**config.mk**
```make
export PLATFORM = sky130hd
export DESIGN_NAME = l1_cache_responder_flat
export DESIGN_NICKNAME = d
export VERILOG_FILES = /design/src/rtl/lc3b_types.sv /design/src/rtl/wishbone.sv /design/src/rtl/l1_cache_array.sv /design/src/rtl/l1_cache_responder.sv /design/src/flat_wrapper.sv
export SDC_FILE = /design/constraint.sdc
export NUM_CORES = 1
export LEC_CHECK = 0
export ABC_CLOCK_PERIOD_IN_PS = 8750
export BUFFER_PORTS_ARGS = -buffer_cell sky130_fd_sc_hd__buf_2
export CAP_MARGIN = 0
export CORE_ASPECT_RATIO = 1.2
export CORE_MARGIN = 4
export CORE_UTILIZATION = 45
export DETAILED_ROUTE_END_ITERATION = 10
export PLACE_DENSITY = 0.62
export SETUP_SLACK_MARGIN = 0.4
export SLEW_MARGIN = 20
export SYNTH_ARGS = -nofsm -noshare
export SYNTH_HDL_FRONTEND = slang
export SYNTH_HIERARCHICAL = 1
export SYNTH_SLANG_ARGS = --single-unit
```
**constraint.sdc**
```tcl
create_clock -name clk -period 8.75 [get_ports clk]
set_clock_uncertainty 0.2 [all_clocks]
set_input_delay 0.4375 -clock clk [delete_from_list [all_inputs] [get_ports clk]]
set_output_delay 0.4375 -clock clk [all_outputs]
set_load 0.005 [all_outputs]
```
**src/rtl/lc3b_types.sv**
```systemverilog
// Shared types for the LC-3b memory hierarchy.
// Cache geometry, line/select types and the cache controller states.
package lc3b_types;

    localparam int C_NUM_LINES = 8;
    localparam int C_IDX_W = $clog2(C_NUM_LINES);
    localparam int C_TAG_W = 12 - C_IDX_W;

    typedef logic [127:0] lc3b_line;
    typedef logic [15:0] lc3b_line_sel;
    typedef logic [C_TAG_W-1:0] lc3b_c_tag;
    typedef logic [C_IDX_W-1:0] lc3b_c_index;

    typedef enum logic [2:0] {
        IDLE,
        LOOKUP,
        WRITEBACK,
        FILL,
        RESPOND
    } lc3b_cache_state;

    localparam lc3b_line_sel SEL_ALL = 16'hFFFF;

endpackage

```
**src/rtl/wishbone.sv**
```systemverilog
// Line-wide Wishbone bus between CPU, cache and memory.
// Master drives the request fields; slave returns data and ACK.
interface wishbone;

    logic CYC;
    logic STB;
    logic WE;
    logic [15:0] SEL;
    logic [15:0] ADR;
    logic [127:0] DAT_M;
    logic [127:0] DAT_S;
    logic ACK;

    modport master (
        output CYC, STB, WE, SEL, ADR, DAT_M,
        input DAT_S, ACK
    );

    modport slave (
        input CYC, STB, WE, SEL, ADR, DAT_M,
        output DAT_S, ACK
    );

endinterface

```
**src/rtl/l1_cache_array.sv**
```systemverilog
// Direct-mapped storage: valid, dirty, tag and data per line.
// Combinational read by index; byte-enabled synchronous write.
module l1_cache_array
    import lc3b_types::*;
#(
    parameter int NUM_LINES = C_NUM_LINES,
    localparam int IDX_W = $clog2(NUM_LINES),
    localparam int TAG_W = 12 - IDX_W
) (
    input logic clk,
    input logic rst_n,
    input logic [IDX_W-1:0] idx,
    input lc3b_line_sel wr_be,
    input lc3b_line wr_data,
    input logic tag_we,
    input logic [TAG_W-1:0] tag_in,
    input logic set_valid,
    input logic set_dirty,
    input logic clr_dirty,
    output logic valid,
    output logic dirty,
    output logic [TAG_W-1:0] tag_out,
    output lc3b_line line_out
);

    logic [NUM_LINES-1:0] valid_q;
    logic [NUM_LINES-1:0] dirty_q;
    logic [TAG_W-1:0] tag_q [NUM_LINES];
    lc3b_line data_q [NUM_LINES];

    assign valid = valid_q[idx];
    assign dirty = dirty_q[idx];
    assign tag_out = tag_q[idx];
    assign line_out = data_q[idx];

    // Line state bits are the only reset storage.
    always_ff @(posedge clk or negedge rst_n) begin
        if (!rst_n) begin
            valid_q <= '0;
            dirty_q <= '0;
        end else begin
            if (set_valid) valid_q[idx] <= 1'b1;
            if (set_dirty) dirty_q[idx] <= 1'b1;
            else if (clr_dirty) dirty_q[idx] <= 1'b0;
        end
    end

    // Data and tag are meaningless until valid, so no reset.
    always_ff @(posedge clk) begin
        for (int i = 0; i < 16; i++) begin
            if (wr_be[i]) data_q[idx][8*i +: 8] <= wr_data[8*i +: 8];
        end
        if (tag_we) tag_q[idx] <= tag_in;
    end

endmodule

```
**src/rtl/l1_cache_responder.sv**
```systemverilog
// Write-back, write-allocate L1 cache between CPU and memory.
// Hits served locally; misses do line writeback then fill.
module l1_cache_responder
    import lc3b_types::*;
#(
    parameter int NUM_LINES = C_NUM_LINES
) (
    input logic clk,
    input logic rst_n,
    wishbone.slave cpu_to_cache,
    wishbone.master cache_to_mem
);

    localparam int IDX_W = $clog2(NUM_LINES);
    localparam int TAG_W = 12 - IDX_W;

    lc3b_cache_state state, state_nxt;

    logic [15:4] adr_q;
    logic we_q;
    lc3b_line_sel sel_q;
    lc3b_line wdat_q;
    logic abort_q;
    logic ack_q;
    lc3b_line dat_s_q;

    logic [IDX_W-1:0] idx;
    logic [TAG_W-1:0] tag;
    logic line_valid;
    logic line_dirty;
    logic [TAG_W-1:0] line_tag;
    lc3b_line line_data;

    lc3b_line_sel wr_be;
    lc3b_line wr_data;
    logic tag_we;
    logic set_valid;
    logic set_dirty;
    logic clr_dirty;

    logic req;
    logic hit;
    logic ack_d;

    assign req = cpu_to_cache.CYC & cpu_to_cache.STB;
    assign idx = adr_q[4+IDX_W-1:4];
    assign tag = adr_q[15:4+IDX_W];
    assign hit = line_valid && (line_tag == tag);
    assign ack_d = (state == LOOKUP) && hit && !abort_q && cpu_to_cache.CYC;

    assign cpu_to_cache.ACK = ack_q;
    assign cpu_to_cache.DAT_S = dat_s_q;

    l1_cache_array #(
        .NUM_LINES(NUM_LINES)
    ) u_array (
        .clk(clk),
        .rst_n(rst_n),
        .idx(idx),
        .wr_be(wr_be),
        .wr_data(wr_data),
        .tag_we(tag_we),
        .tag_in(tag),
        .set_valid(set_valid),
        .set_dirty(set_dirty),
        .clr_dirty(clr_dirty),
        .valid(line_valid),
        .dirty(line_dirty),
        .tag_out(line_tag),
        .line_out(line_data)
    );

    // Controller state register.
    always_ff @(posedge clk or negedge rst_n) begin
        if (!rst_n) state <= IDLE;
        else state <= state_nxt;
    end

    // Latch the request in IDLE; remember if the CPU walked away.
    always_ff @(posedge clk or negedge rst_n) begin
        if (!rst_n) begin
            adr_q <= '0;
            we_q <= 1'b0;
            sel_q <= '0;
            wdat_q <= '0;
            abort_q <= 1'b0;
        end else if (state == IDLE && req) begin
            adr_q <= cpu_to_cache.ADR[15:4];
            we_q <= cpu_to_cache.WE;
            sel_q <= cpu_to_cache.SEL;
            wdat_q <= cpu_to_cache.DAT_M;
            abort_q <= 1'b0;
        end else if (state != IDLE && !cpu_to_cache.CYC) begin
            abort_q <= 1'b1;
        end
    end

    // Registered CPU response, loaded on the LOOKUP hit.
    always_ff @(posedge clk or negedge rst_n) begin
        if (!rst_n) begin
            ack_q <= 1'b0;
            dat_s_q <= '0;
        end else begin
            ack_q <= ack_d;
            if (state == LOOKUP && hit) dat_s_q <= line_data;
        end
    end

    // Next state, memory bus and array update controls.
    // A completed fill re-enters LOOKUP, which then hits.
    always_comb begin
        state_nxt = state;
        wr_be = '0;
        wr_data = '0;
        tag_we = 1'b0;
        set_valid = 1'b0;
        set_dirty = 1'b0;
        clr_dirty = 1'b0;
        cache_to_mem.CYC = 1'b0;
        cache_to_mem.STB = 1'b0;
        cache_to_mem.WE = 1'b0;
        cache_to_mem.SEL = '0;
        cache_to_mem.ADR = '0;
        cache_to_mem.DAT_M = '0;
        unique case (state)
            IDLE: begin
                if (req) state_nxt = LOOKUP;
            end
            LOOKUP: begin
                if (hit) state_nxt = RESPOND;
                else if (line_valid && line_dirty) state_nxt = WRITEBACK;
                else state_nxt = FILL;
            end
            WRITEBACK: begin
                cache_to_mem.CYC = 1'b1;
                cache_to_mem.STB = 1'b1;
                cache_to_mem.WE = 1'b1;
                cache_to_mem.SEL = SEL_ALL;
                cache_to_mem.ADR = {line_tag, idx, 4'h0};
                cache_to_mem.DAT_M = line_data;
                if (cache_to_mem.ACK) begin
                    clr_dirty = 1'b1;
                    state_nxt = FILL;
                end
            end
            FILL: begin
                cache_to_mem.CYC = 1'b1;
                cache_to_mem.STB = 1'b1;
                cache_to_mem.SEL = SEL_ALL;
                cache_to_mem.ADR = {tag, idx, 4'h0};
                if (cache_to_mem.ACK) begin
                    wr_be = SEL_ALL;
                    wr_data = cache_to_mem.DAT_S;
                    tag_we = 1'b1;
                    set_valid = 1'b1;
                    clr_dirty = 1'b1;
                    state_nxt = LOOKUP;
                end
            end
            RESPOND: begin
                if (ack_q && we_q) begin
                    wr_be = sel_q;
                    wr_data = wdat_q;
                    set_dirty = 1'b1;
                end
                state_nxt = IDLE;
            end
            default: state_nxt = IDLE;
        endcase
    end

endmodule

```
**src/flat_wrapper.sv**
```systemverilog
// flat-port wrapper written by rule: the top's interface ports become plain ports
module l1_cache_responder_flat import lc3b_types::*;
#(
    parameter int NUM_LINES = C_NUM_LINES
)
  (clk, rst_n, cpu_to_cache_CYC, cpu_to_cache_STB, cpu_to_cache_WE, cpu_to_cache_SEL, cpu_to_cache_ADR, cpu_to_cache_DAT_M, cpu_to_cache_DAT_S, cpu_to_cache_ACK, cache_to_mem_CYC, cache_to_mem_STB, cache_to_mem_WE, cache_to_mem_SEL, cache_to_mem_ADR, cache_to_mem_DAT_M, cache_to_mem_DAT_S, cache_to_mem_ACK);
  wishbone cpu_to_cache_i ();
  wishbone cache_to_mem_i ();
  input logic clk;
  input logic rst_n;
  input wire logic [$bits(cpu_to_cache_i.CYC)-1:0] cpu_to_cache_CYC;
  input wire logic [$bits(cpu_to_cache_i.STB)-1:0] cpu_to_cache_STB;
  input wire logic [$bits(cpu_to_cache_i.WE)-1:0] cpu_to_cache_WE;
  input wire logic [$bits(cpu_to_cache_i.SEL)-1:0] cpu_to_cache_SEL;
  input wire logic [$bits(cpu_to_cache_i.ADR)-1:0] cpu_to_cache_ADR;
  input wire logic [$bits(cpu_to_cache_i.DAT_M)-1:0] cpu_to_cache_DAT_M;
  output wire logic [$bits(cpu_to_cache_i.DAT_S)-1:0] cpu_to_cache_DAT_S;
  output wire logic [$bits(cpu_to_cache_i.ACK)-1:0] cpu_to_cache_ACK;
  output wire logic [$bits(cache_to_mem_i.CYC)-1:0] cache_to_mem_CYC;
  output wire logic [$bits(cache_to_mem_i.STB)-1:0] cache_to_mem_STB;
  output wire logic [$bits(cache_to_mem_i.WE)-1:0] cache_to_mem_WE;
  output wire logic [$bits(cache_to_mem_i.SEL)-1:0] cache_to_mem_SEL;
  output wire logic [$bits(cache_to_mem_i.ADR)-1:0] cache_to_mem_ADR;
  output wire logic [$bits(cache_to_mem_i.DAT_M)-1:0] cache_to_mem_DAT_M;
  input wire logic [$bits(cache_to_mem_i.DAT_S)-1:0] cache_to_mem_DAT_S;
  input wire logic [$bits(cache_to_mem_i.ACK)-1:0] cache_to_mem_ACK;
  assign cpu_to_cache_i.CYC = cpu_to_cache_CYC;
  assign cpu_to_cache_i.STB = cpu_to_cache_STB;
  assign cpu_to_cache_i.WE = cpu_to_cache_WE;
  assign cpu_to_cache_i.SEL = cpu_to_cache_SEL;
  assign cpu_to_cache_i.ADR = cpu_to_cache_ADR;
  assign cpu_to_cache_i.DAT_M = cpu_to_cache_DAT_M;
  assign cpu_to_cache_DAT_S = cpu_to_cache_i.DAT_S;
  assign cpu_to_cache_ACK = cpu_to_cache_i.ACK;
  assign cache_to_mem_CYC = cache_to_mem_i.CYC;
  assign cache_to_mem_STB = cache_to_mem_i.STB;
  assign cache_to_mem_WE = cache_to_mem_i.WE;
  assign cache_to_mem_SEL = cache_to_mem_i.SEL;
  assign cache_to_mem_ADR = cache_to_mem_i.ADR;
  assign cache_to_mem_DAT_M = cache_to_mem_i.DAT_M;
  assign cache_to_mem_i.DAT_S = cache_to_mem_DAT_S;
  assign cache_to_mem_i.ACK = cache_to_mem_ACK;
  l1_cache_responder #(.NUM_LINES(NUM_LINES)) u_core (.clk(clk), .rst_n(rst_n), .cpu_to_cache(cpu_to_cache_i), .cache_to_mem(cache_to_mem_i));
endmodule
```
==> metrics, run 1 <==
GR peak layer=met2; synthesis-to-layout area growth=19.41%; R2R cell count=9; DP HPWL=85140 um; count leader, synth=edfxtp_1; power density over the cells=255.9 nW/um2; leakage=26.03 nW; Synth area leaders=edfxtp_1, dfrtp_1, mux4_2, mux2_2, and2_1; post-CTS setup buffer count=0; hold_sp=cache_to_mem_DAT_S[118]; largest net degree at the start of global routing=122; initial antenna violation count=13; DRT iter0 DRCs=2540; internal power=12.81 mW; total negative slack=0 ps; Post-CTS Resized=0; Slew @ Worst Pin=1068 ps; fillcell total=~9900; Vias per Instance=5.412; WHS Path Cells=2; Initial DRT Pass Iterations=5; register bit total from synthesis=1402; Post-synth EDFFs=1096; first-pass GRT wire length=~210000 um; Synth Cell Area=between 50000 and 60000 um2; relative slew slack=28.79%; hold-fix buffers at CTS=roughly 240; worst r2r dst=u_core/cpu_to_cache.DAT_S[1]; CTS max path bufs=3; Clock Root Buffer=clkbuf_16; post-layout util=a little over half; Crit Path Max Fanout=59; Mean Syn Cell Area=18.96 um2; met2 Usage GRT=35.29%; sequential element share of the synthesized area=71.42%; synth warn=6; total wire length=138600 um; RR Startpoint=u_core/adr_q[5]; Slew Limit Fails=0; global route overflow=0; post-route ant nets=0; area leader, netlist=edfxtp_1; WHS Endpoint=u_core/u_array/data_q[4][118]; Reg2Reg Setup Slack=3470 ps; vias in the first global route=31920; HP Class=in -> reg; Worst Path Arrival=5700 ps; Hold Fails Final Rpt=0; placer's final routability congestion estimate=between 0.7 and 0.8; clock power share=34.2%; multi-input logic area=15020 um2; Post-Syn Instances=2996; layout cells sized above 1=37.17%; Max Cap Viol=0; total core area=125100 um2; Initial Utilization=45.42%; vias=about 30000; Top Ports=approximately 600; CTS tree=built; top cell type's share of synthesized area=57.94%; switching share of power=between 20% and 30%; IR drop worst, VDD=0.1552 mV; worst endpoint required time=9180 ps; Final Critical Period=5277 ps; Gate power share=18.1%; ys flop type=edfxtp_1; kind of end point of the critical path=flip-flop; Global Route Usage Sum=20.96%; M1 GR Usage=28.15%; Die H=between 300 and 400 um; status=completed; drt drc=0; Hold Slack=35.30 ps; die width=332.3 um; Placed Cells=around 5000; Worst-path clk slew=60 ps; die area=approximately 130000 um2; met3 Use GR=3.805%; cell row count=142; Startpoint Class=flip-flop; fin nets=4078; final setup fails=0; Sw Pwr=roughly 4.5 mW; part of the cycle the worst path needs=a little over 60%; fmax=0.1895 GHz; CTS buffer count=142; CP Class=reg -> reg; clock latency on the worst-skew pair=750 ps; Avg WL per Cell=24.90 um; Synth cell types=42; Port Buffers=between 500 and 600; H-tree levels=4; final non-filler cell total=5564; register area=40580 um2; RSZ-0062 raised after global routing=no; Reg power frac=47.7%; Post-synth top cells=edfxtp_1, dfrtp_1, mux4_2, nand2_1, and2_1; asr flop ratio synth=21.83%; TritonCTS Sinks=around 1400
## metrics by stage
stage	instance area, um2	power [mW]	setup slack, ps
after floorplan	56820	10.39	5426
after global placement	60900	11.46	3340
after detailed placement	60900	11.53	3301
after CTS	67810	17.58	3278
after global routing	67830	18.14	3135
final	67830	17.36	3473
## metal layers
metal	vias up	wire length [um]
met5	-	0
met4	0	2664
met3	170	8118
met2	928	69820
met1	15790	57950
li1	13230	-
## power by group through the flow
stage	logic, mW	clock network, mW	registers (mW)
after floorplan	2.10	0	8.29
after global placement	3.07	0	8.39
after detailed placement	3.12	0	8.42
after CTS	3.21	6.09	8.28
after global routing	3.42	6.38	8.34
final	3.15	5.94	8.28
## state kept, by name (all words and copies together) (netlist names), named ones only
register,flops
u_core/state,3
u_core/cpu_to_cache.ACK,1
u_core/abort_q,1
u_core/u_array/tag_q,72
u_core/adr_q,12
u_core/u_array/data_q,1024
u_core/we_q,1
u_core/cpu_to_cache.DAT_S,128
u_core/sel_q,16
u_core/wdat_q,128
u_core/u_array/valid_q,8
## cell families after synthesis
logic type / count (synthesis) / share of synthesized area (%)
compound gates: 169 / 2.524
mux: 624 / 18.50
flops: 1402 / 71.42
xor+xnor: 9 / 0.1388
simple gates: 578 / 5.154
other cells: 1 / 0.006601
buf+inv: 213 / 2.264
## critical path, stage by stage (launching register included)
cell     delay [ps]
dfrtp_4         860
buf_4           840
mux4_2          410
mux2_2          300
xnor2_1         270
nand4_1         210
nor4_4          300
buf_4           390
buf_4           740
mux2_2          410
## layout by cell type, fill, tap and decap left out, types with 2 or more instances in the layout
cell type	instances
inv_6	5
clkbuf_8	12
a22o_1	136
conb_1	4
mux4_2	277
mux2_4	100
nand2_1	277
dfrtp_1	303
mux2i_1	11
nor3b_2	2
dfrtp_4	3
clkinvlp_4	9
clkbuf_1	35
clkinv_2	21
nor2_1	10
clkbuf_16	145
clkinv_1	20
edfxtp_1	1096
a21oi_1	2
inv_1	2
buf_4	34
buf_2	576
diode_2	7
nor3_2	2
clkinv_4	2
dlygate4sd3_1	236
nor2_4	2
nand4_1	4
nor4_4	2
clkinv_8	2
a21o_1	24
mux2_2	235
and3b_2	3
xnor2_1	9
buf_12	3
and2_1	268
bufinv_16	9
## area by class of cell
cell class	count	share of cell area (%)
flip-flops and latches	1402	59.83
multi-input cells	1384	22.14
repair buffers	850	8.219
clock buffers	192	5.786
well taps	1656	3.055
clock inverters	69	0.9186
inverters	4	0.02582
diodes	7	0.02582
## worst max path at each step
stage	slack, ps	cells after the start	end	start
after detailed placement	3300	9	u_core/cpu_to_cache.DAT_S[113]	u_core/adr_q[4]
after global placement	3340	9	u_core/cpu_to_cache.DAT_S[116]	u_core/adr_q[4]
after CTS	3280	9	u_core/cpu_to_cache.DAT_S[116]	u_core/adr_q[4]
after global routing	3130	6	cache_to_mem_DAT_M[38]	u_core/adr_q[4]
after floorplan	5430	13	u_core/cpu_to_cache.DAT_S[100]	u_core/adr_q[4]
final	3470	9	u_core/cpu_to_cache.DAT_S[1]	u_core/adr_q[5]
(Power assumes the default switching activity.)
==> inputs of run 2 (changes only) <==
- ABC_AREA: default -> 1
- ABC_CLOCK_PERIOD_IN_PS: 8750 -> 5100
- PLACE_DENSITY: 0.62 -> 0.61
- clock period: 8.75 -> 5.1 ns (I/O delays scaled with it)
==> metrics, run 2 <==
status=completed; total wire length=175300 um (+26%); Slew Limit Fails=0 (unchanged); CP Class=reg -> out; CP Depth=11 (+2); DRT iter0 DRCs=3938 (+55%); largest net degree at the start of global routing=199 (+63%); slowest CP cell=dfrtp_4; initial antenna violation count=10 (-3); Buf+Inv Stages, Crit Path=4 (+1); fmax=0.2270 GHz; Synth cell types=27 (-36%); setup slack after layout=695.2 ps (-2778 ps); Worst Path Arrival=3950 ps (-1750 ps); cell row count=147 (+3.5%); delay-heaviest family, CP=buffers and inverters; CP Cell Sequence=inv_8 > buf_4 > nand2_1 > nand2_1 > nand2_1 > nand2_1 > nand2_1 > nand2_1 > inv_1 > nor2_1 > buf_2; Post-synth EDFFs=1096 (unchanged); Worst-path clk slew=60 ps (about the same); Top reg by flops=u_core/u_array/data_q; register bit total from synthesis=1402 (unchanged); IR drop worst, VDD=0.4301 mV (+180%); Port Buffers=577 (unchanged); layout cells sized above 1=12.47% (-25 points); Top Ports=586 (unchanged); Post-Syn Instances=6386 (+110%); Avg WL per Cell=19.23 um (-23%); vias in the first global route=44590 (+40%); count leader, synth=nand2_1; total core area=134100 um2 (+7.2%); post-CTS setup buffer count=0 (unchanged); power density over the cells=544.3 nW/um2 (+110%); first-pass GRT wire length=264200 um (+28%); Synth area leaders=edfxtp_1, nand2_1, dfrtp_1, o21ai_0, inv_1; TritonCTS Sinks=1402 (unchanged); die width=343.7 um (+3.4%); post-route cell area=73300 um2 (+8.1%); CTS buffer count=144 (+1.4%); drt drc=0 (unchanged); R2R cell count=14 (+5); WHS Path Cells=3 (+1); leakage=33.31 nW (+28%); H-tree levels=4 (unchanged); final setup fails=0 (unchanged); Crit Path Max Fanout=86 (+46%); part of the cycle the worst path needs=~86%; post-layout util=54.67% (+0.44 points); relative slew slack=17.04% (-12 points); asr flop ratio synth=21.83% (unchanged); cell repeated most along the worst path=nand2_1; synthesis-to-layout area growth=20.46%; Initial Utilization=45.38% (about the same); fin nets=7495 (+84%); pre-CTS setup slack=1110 ps (-2191 ps); global route overflow=0 (unchanged); DP HPWL=102100 um (+20%); Final Critical Period=4405 ps; commonest non-fill, non-tap cell in the layout=nand2_1; Die H=410.8 um (+3.4%); worst endpoint required time=4640 ps (-4540 ps); Startpoint Class=flip-flop; Max Cap Viol=0 (unchanged); placer's final routability congestion estimate=0.8193 (+10%); Initial DRT Pass Iterations=6 (+1); Mean Syn Cell Area=9.528 um2 (-50%); Synth Cell Area=60850 um2 (+7.1%); Hold Fails Final Rpt=0 (unchanged); total negative slack=0 ps (unchanged); kind of end point of the critical path=output pin; RSZ-0062 raised after global routing=no; area leader, netlist=edfxtp_1; Clock Root Buffer=clkbuf_16; top cell type's share of synthesized area=54.09% (-3.8 points); max reg flops=1024 (unchanged); CTS max path bufs=3 (unchanged); Global Route Usage Sum=24.52% (+3.6 points); commonest non-fill, non-tap cells in the layout=nand2_1, edfxtp_1, buf_2; die area=141200 um2 (+7.0%); ys flop type=edfxtp_1; CTS tree=built; Vias per Instance=5.062 (-6.5%); Slew @ Worst Pin=1231 ps (+163.2 ps); final non-filler cell total=9112 (+64%); Placed Cells=8460 (+67%); HP Class=in -> reg; vias=46120 (+53%); CP max stage delay=750 ps (-110 ps); Placed Area=64760 um2 (+6.3%); synth warn=6 (unchanged); clock latency on the worst-skew pair=760 ps (about the same); post-route ant nets=0 (unchanged); Post-synth top cells=nand2_1, edfxtp_1, inv_1; sequential element share of the synthesized area=66.67% (-4.7 points)
[run 2: cells by family (layout without fill, tap and decap cells)]
group | count (synthesis) | in the layout | synth area share [%]
compound gates | 336 | 336 | 2.815
xor+xnor | 1 | 1 | 0.01440
buf+inv | 716 | 1647 | 5.610
flops | 1402 | 1402 | 66.67
mux | 1 | 1 | 0.01851
other cells | 1 | 8 | 0.006163
simple gates | 3929 | 3929 | 24.86
[run 2: repair_timing]
action	CTS	global route
hold buffers	378	5
resized for setup	0	1
hold endpoints to repair	1415	40
setup endpoints to repair	0	1
[run 2: power breakdown]
part	internal (mW)	leakage, nW	switching, mW	total, mW
logic	3.77	17.1	10.6	14.4
clock network	5.98	2.29	4.42	10.4
registers	14.4	14.0	0.712	15.1
[run 2: final timing paths]
| kind | startpoint | endpoint | slack (ps) |
|---|---|---|---|
| worst max register to register | u_core/adr_q[4] | u_core/cpu_to_cache.DAT_S[107] | 1030 |
| max in group asynchronous | rst_n | u_core/adr_q[5] | 3510 |
| worst min-delay path | cache_to_mem_DAT_S[40] | u_core/u_array/data_q[0][40] | 50 |
| min in group asynchronous | rst_n | u_core/cpu_to_cache.DAT_S[124] | 520 |
| worst max-delay path | u_core/adr_q[4] | cache_to_mem_DAT_M[108] | 700 |
| worst min register to register | u_core/cpu_to_cache.DAT_S[60] | u_core/cpu_to_cache.DAT_S[60] | 270 |
[run 2: cell type report]
| cell class | count | area, um2 |
|---|---|---|
| Clock inverter | 76 | 729.5 |
| Tap cell | 1788 | 2237 |
| Fill cell | 11520 | 60780 |
| Clock buffer | 189 | 3936 |
| Inverter | 329 | 1265 |
| Multi-Input combinational cell | 4271 | 16940 |
| Sequential cell | 1402 | 40580 |
| Timing Repair Buffer | 1053 | 7605 |
| Antenna cell | 4 | 10.01 |
[run 2: tightest hold or removal path, stage by stage]
cell,delay [ps]
buf_2,100
nand2_1,50
o21ai_0,370
[run 2: metrics by stage]
step	hold WS (ps)	power [mW]
after CTS	0.8765	40.10
after global routing	29.62	42.44
after global placement	89.62	29.19
after detailed placement	91.55	29.41
final	49.39	39.90
after floorplan	-240.6	24.56
[run 2: routing by layer]
layer | vias up | routed length [um] | GRT usage (%)
li1 | 22040 | - | -
met3 | 304 | 11690 | 3.804
met4 | 4 | 4596 | 7.905
met1 | 22000 | 72990 | 32.36
met5 | - | 27 | 0
met2 | 1769 | 85960 | 41.65
